### src/rtl/shift_reg_n.sv
// -----------------------------------------------------------------------------
// shift_reg_n
//
// Parametrised universal shift register with a multi-cycle "shift by N"
// sequencer. A single step of any operation can be executed directly from
// IDLE (en), or a shift/rotate can be repeated amt times under a busy/done
// handshake (start). Used as a serial/parallel converter and a small
// bit-manipulation engine.
//
// Operation codes (sel / latched op):
//   000 hold                    100 rotate right
//   001 load data               101 logical shift left, LSB <- 0
//   010 shift right, MSB <- rin 110 arithmetic shift right
//   011 shift left,  LSB <- lin 111 rotate left
//
// Ports:
//   clk    rising-edge clock
//   clr    synchronous active-high reset, overrides everything
//   en     execute sel once this cycle (IDLE only)
//   start  begin sequenced operation (IDLE only), priority over en
//   sel    operation code
//   amt    repeat count for a sequenced shift/rotate
//   data   parallel load value
//   rin    serial input entering the MSB on shift right
//   lin    serial input entering the LSB on shift left
//   out    register contents
//   rout   out[0]
//   lout   out[WIDTH-1]
//   busy   high while the sequencer is running
//   done   one-cycle completion pulse after a start
// -----------------------------------------------------------------------------
module shift_reg_n #(
    parameter int WIDTH = 8,
    parameter int AMT_W = 4
) (
    input  logic             clk,
    input  logic             clr,
    input  logic             en,
    input  logic             start,
    input  logic [2:0]       sel,
    input  logic [AMT_W-1:0] amt,
    input  logic [WIDTH-1:0] data,
    input  logic             rin,
    input  logic             lin,
    output logic [WIDTH-1:0] out,
    output logic             rout,
    output logic             lout,
    output logic             busy,
    output logic             done
);

    typedef enum logic {
        IDLE = 1'b0,
        RUN  = 1'b1
    } state_t;

    state_t           state_q, state_nxt;
    logic [WIDTH-1:0] q_q,     q_nxt;
    logic [AMT_W-1:0] cnt_q,   cnt_nxt;
    logic [2:0]       op_q,    op_nxt;
    logic             done_q,  done_nxt;

    // One step of the selected operation applied to the current value.
    // Serial inputs are taken as they are at the executing edge, so a long
    // shift streams whatever rin/lin carry cycle by cycle.
    function automatic logic [WIDTH-1:0] step(
        input logic [2:0]       op,
        input logic [WIDTH-1:0] cur,
        input logic [WIDTH-1:0] ld,
        input logic             si_r,
        input logic             si_l
    );
        logic [WIDTH-1:0] r;
        case (op)
            3'b000:  r = cur;
            3'b001:  r = ld;
            3'b010:  r = {si_r, cur[WIDTH-1:1]};
            3'b011:  r = {cur[WIDTH-2:0], si_l};
            3'b100:  r = {cur[0], cur[WIDTH-1:1]};
            3'b101:  r = {cur[WIDTH-2:0], 1'b0};
            3'b110:  r = {cur[WIDTH-1], cur[WIDTH-1:1]};
            default: r = {cur[WIDTH-2:0], cur[WIDTH-1]};
        endcase
        return r;
    endfunction

    // Next-state / datapath decision.
    always_comb begin
        // NOTE: every signal written here gets a default first; a path that
        // leaves one unassigned would infer a latch.
        state_nxt = state_q;
        q_nxt     = q_q;
        cnt_nxt   = cnt_q;
        op_nxt    = op_q;
        done_nxt  = 1'b0;

        case (state_q)
            IDLE: begin
                if (start) begin
                    if (sel[2:1] == 2'b00) begin
                        // hold/load are not repeatable: execute once, amt ignored
                        q_nxt    = step(sel, q_q, data, rin, lin);
                        done_nxt = 1'b1;
                    end else if (amt == '0) begin
                        // zero-length sequence completes without touching out
                        done_nxt = 1'b1;
                    end else begin
                        // the start edge only arms the sequencer; no data change
                        op_nxt    = sel;
                        cnt_nxt   = amt;
                        state_nxt = RUN;
                    end
                end else if (en) begin
                    q_nxt = step(sel, q_q, data, rin, lin);
                end
            end

            RUN: begin
                q_nxt   = step(op_q, q_q, data, rin, lin);
                cnt_nxt = cnt_q - AMT_W'(1);
                if (cnt_q == AMT_W'(1)) begin
                    state_nxt = IDLE;
                    done_nxt  = 1'b1;
                end
            end

            default: state_nxt = IDLE;
        endcase
    end

    always_ff @(posedge clk) begin
        // NOTE: sequential state uses non-blocking assignments so every
        // register samples the pre-edge values regardless of statement order.
        if (clr) begin
            state_q <= IDLE;
            q_q     <= '0;
            cnt_q   <= '0;
            op_q    <= 3'b000;
            done_q  <= 1'b0;
        end else begin
            state_q <= state_nxt;
            q_q     <= q_nxt;
            cnt_q   <= cnt_nxt;
            op_q    <= op_nxt;
            done_q  <= done_nxt;
        end
    end

    assign out  = q_q;
    assign rout = q_q[0];
    assign lout = q_q[WIDTH-1];
    assign busy = (state_q == RUN);
    assign done = done_q;

endmodule
### config.mk
export PLATFORM = sky130hd
export DESIGN_NAME = shift_reg_n
export DESIGN_NICKNAME = d
export VERILOG_FILES = /design/src/rtl/shift_reg_n.sv
export SDC_FILE = /design/constraint.sdc
export NUM_CORES = 1
export LEC_CHECK = 0
export ABC_AREA = 1
export BUFFER_PORTS_ARGS = -buffer_cell sky130_fd_sc_hd__buf_2
export CAP_MARGIN = 30
export CORE_MARGIN = 1
export CORE_UTILIZATION = 56
export CTS_BUF_LIST = sky130_fd_sc_hd__clkbuf_4 sky130_fd_sc_hd__clkbuf_8
export CTS_CLUSTER_SIZE = 10
export DETAILED_ROUTE_END_ITERATION = 8
export GPL_TIMING_DRIVEN = 0
export PLACE_DENSITY = 0.82
export SLEW_MARGIN = 20
export SYNTH_ARGS = -nofsm -noshare
export SYNTH_HDL_FRONTEND = slang
export SYNTH_SLANG_ARGS = --single-unit
export TNS_END_PERCENT = 20
### constraint.sdc
create_clock -name clk -period 1.7 [get_ports clk]
set_input_delay 0.34 -clock clk [delete_from_list [all_inputs] [get_ports clk]]
set_output_delay 0.34 -clock clk [all_outputs]
set_load 0.01 [all_outputs]
==> metrics.md <==
| Metric | Value |
|---|---|
| Outcome | completed |
| Setup Viol. Count Final | 0 |
| Multi-input gate area | 935.9 um2 |
| H-tree levels | 1 |
| Antenna violations before repair | 0 |
| Post-synth ARST share | 0% |
| Synthesis Warnings | 0 |
| ANT cells | 0 |
| Vias per cell | 5.418 |
| Gr ovfl total | 0 |
| Fin Clk Skew | 0.008833 ns |
| CP Launch Type | flip-flop |
| Core Footprint | 2318 um2 |
| Root Buffer | clkbuf_4 |
| Top cell type's share of synthesized area | 23.67% |
| Cts hold-fix bufs | 0 |
| Fin. max-slew vios | 0 |
| Lkg Pwr | 0.8281 nW |
| Routed WL per cell | 12.04 um |
| Area Overhead vs Synth | 15.67% |
| Router iterations before antenna repair | 4 |
| I/O Pins | 33 |
| Arrival @ worst endpoint | 1.70 ns |
| Sequential cell area | 340.3 um2 |
| Min cycle time layout | 1.530 ns |
| CP endpoint kind | flip-flop |
| RSZ-0062 raised after global routing | false |
| Worst Tran Pin Value | 0.6645 ns |
| Maximum ir drop on the vdd rail | 0.5295 mV |
| Avg Cell Area, Syn | 5.941 um2 |
| Starting Density | 62.01% |
| Count of different cell masters after synthesis | 28 |
| Max-Slew Margin vs Limit | 55.70% |
| Commonest cells in the netlist | nand2_1 (55), nor2_1 (46), nand3_1 (37) |
| Final HPWL DP | 2.714 mm |
| Flops & latches, synth | 17 |
| Detailed Route WL | 3.684 mm |
| WS Path Type | reg2reg |
| Full die area | 2774 um2 |
| DRT iter0 DRCs | 74 |
| Total power | 0.001194 W |
| Tcrit/Tclk final | 89.98% |
| Maxcap violations | 0 |
| Worst-path clk slew | 0.11 ns |
| Clock buffer depth | 2 |
| GRT Util Overall | 30.35% |
| Post-Syn Area | 1438 um2 |
| Clk Latency, worst-skew pair | 0.30 ns |
| Fin Setup TNS | 0 ns |
| Num rows | 17 |
| Routed via count | 1658 |
| CTS Sinks | 17 |
| Fill cell count | 230 |
| Fin. Hold Viols | 0 |
| TritonCTS buffer count | 3 |
| First-pass GRT wire length | 6.216 mm |
| Largest fanout on the critical path | 7 |
| Cell with the most instances after synthesis | nand2_1 |
| Synth area leaders | dfxtp_1 (24%), nand2_1 (14%), nand3_1 (13%) |
| Power per cell area | 718.3 nW/um2 |
| Vias in the first global route | 1448 |
| Pin count of the biggest net entering global routing | 11 |
| Die width | 52.67 um |
| Top_reg_cell synth | dfxtp_1 |
| CTS tree | built |
| Share of cells above drive strength 1 | 23.02% |
| Sequential share of the synthesized area | 23.67% |
| EDFF count, synth | 0 |
| # nets final | 302 |
| Post-route DRC | 0 |
| Die H | 52.67 um |
| CP required | 1.87 ns |
| Syn_nets | 265 |
| Cells after synthesis | 242 |
| Final Wtd Congestion | 0.8420 |
| Fmax | 653.7 MHz |
| Resized cells post-CTS | 0 |
| PortBufs | 32 |
| Area leader, netlist | dfxtp_1 |
| Routed Antenna Nets | 0 |
| HP Class | in2reg |
| # Post-CTS Setup Buffers | 0 |
## critical path, cell delays in order, from the launching register on
cell and delay (ns):
dfxtp_1 0.46, inv_1 0.18, nand2_1 0.13, nand3_1 0.26
nand2_1 0.15, nand3_1 0.08, nand3_1 0.10, a21oi_2 0.05
## where the power goes
part	total, W	switching [W]	leakage, nW	internal [W]
sequential	0.000487	0.0000478	0.140	0.000439
clock	0.000242	0.000135	0.0184	0.000107
combinational	0.000465	0.000293	0.670	0.000172
## area by class of cell
type | count | share of cell area (%)
flip-flops and latches | 17 | 20.47
plain buffers | 7 | 2.408
well taps | 28 | 2.107
repair buffers | 32 | 9.631
clock buffers | 4 | 1.806
multi-input cells | 187 | 56.28
inverters | 31 | 7.299
## registers in the layout, indices dropped and copies added (netlist names)
register / flops
busy: 1
done: 1
out: 8
cnt_q: 4
op_q: 3
## per-layer routing
| layer | vias to the layer above | routed length (um) | global-route usage [%] |
|---|---|---|---|
| met4 | 0 | 48 | 13.60 |
| li1 | 855 | - | - |
| met5 | - | 0 | 0 |
| met1 | 714 | 1633 | 41.91 |
| met2 | 83 | 1602 | 46.41 |
| met3 | 6 | 399 | 3.768 |
## path summary, 6_finish.rpt
check / from / end / slack [ns] / cells after the start
max reg2reg: op_q[2]$_SDFFE_PP0P_ / out[4]$_SDFFE_PP0P_ / 0.17 / 7
min: clr / cnt_q[2]$_SDFFE_PP0P_ / 0.27 / 2
max: op_q[2]$_SDFFE_PP0P_ / out[4]$_SDFFE_PP0P_ / 0.17 / 7
min reg2reg: cnt_q[1]$_SDFFE_PP0P_ / cnt_q[1]$_SDFFE_PP0P_ / 0.52 / 2
## metrics by stage
step	hold WS (ns)	cells	setup slack, ns	utilization, %	instance area [um2]
detailed placement	0.4986	302	0.09787	70.43	1633
global route	0.2821	306	0.03467	71.72	1663
finish	0.2720	306	0.1703	71.72	1663
global placement	0.4979	302	0.08794	70.43	1633
floorplan	0.4094	242	0.4151	-	1438
CTS	0.2688	306	0.09220	71.72	1663
## cell usage in the layout (no fill, tap or decap), types with 4 or more instances in the layout
cell | Yosys | final
dfxtp_1 | 17 | 17
inv_1 | 27 | 27
nand3_1 | 37 | 37
buf_2 | 2 | 34
nand2_2 | 5 | 5
nor2_1 | 46 | 46
nand4_1 | 6 | 6
nand2_1 | 55 | 55
a21oi_2 | 7 | 7
a21oi_1 | 9 | 9
clkbuf_4 | 0 | 4
## kinds of logic after synthesis
logic type                 after synthesis  synth area share, %
and+or+nand+nor                        156                49.52
buffers and inverters                   38                11.23
AOI/OAI and AO/OA                       29                13.84
DFF                                     17                23.67
adders and majority gates                2                1.740
Note: power is estimated with default switching activity, not from simulation.
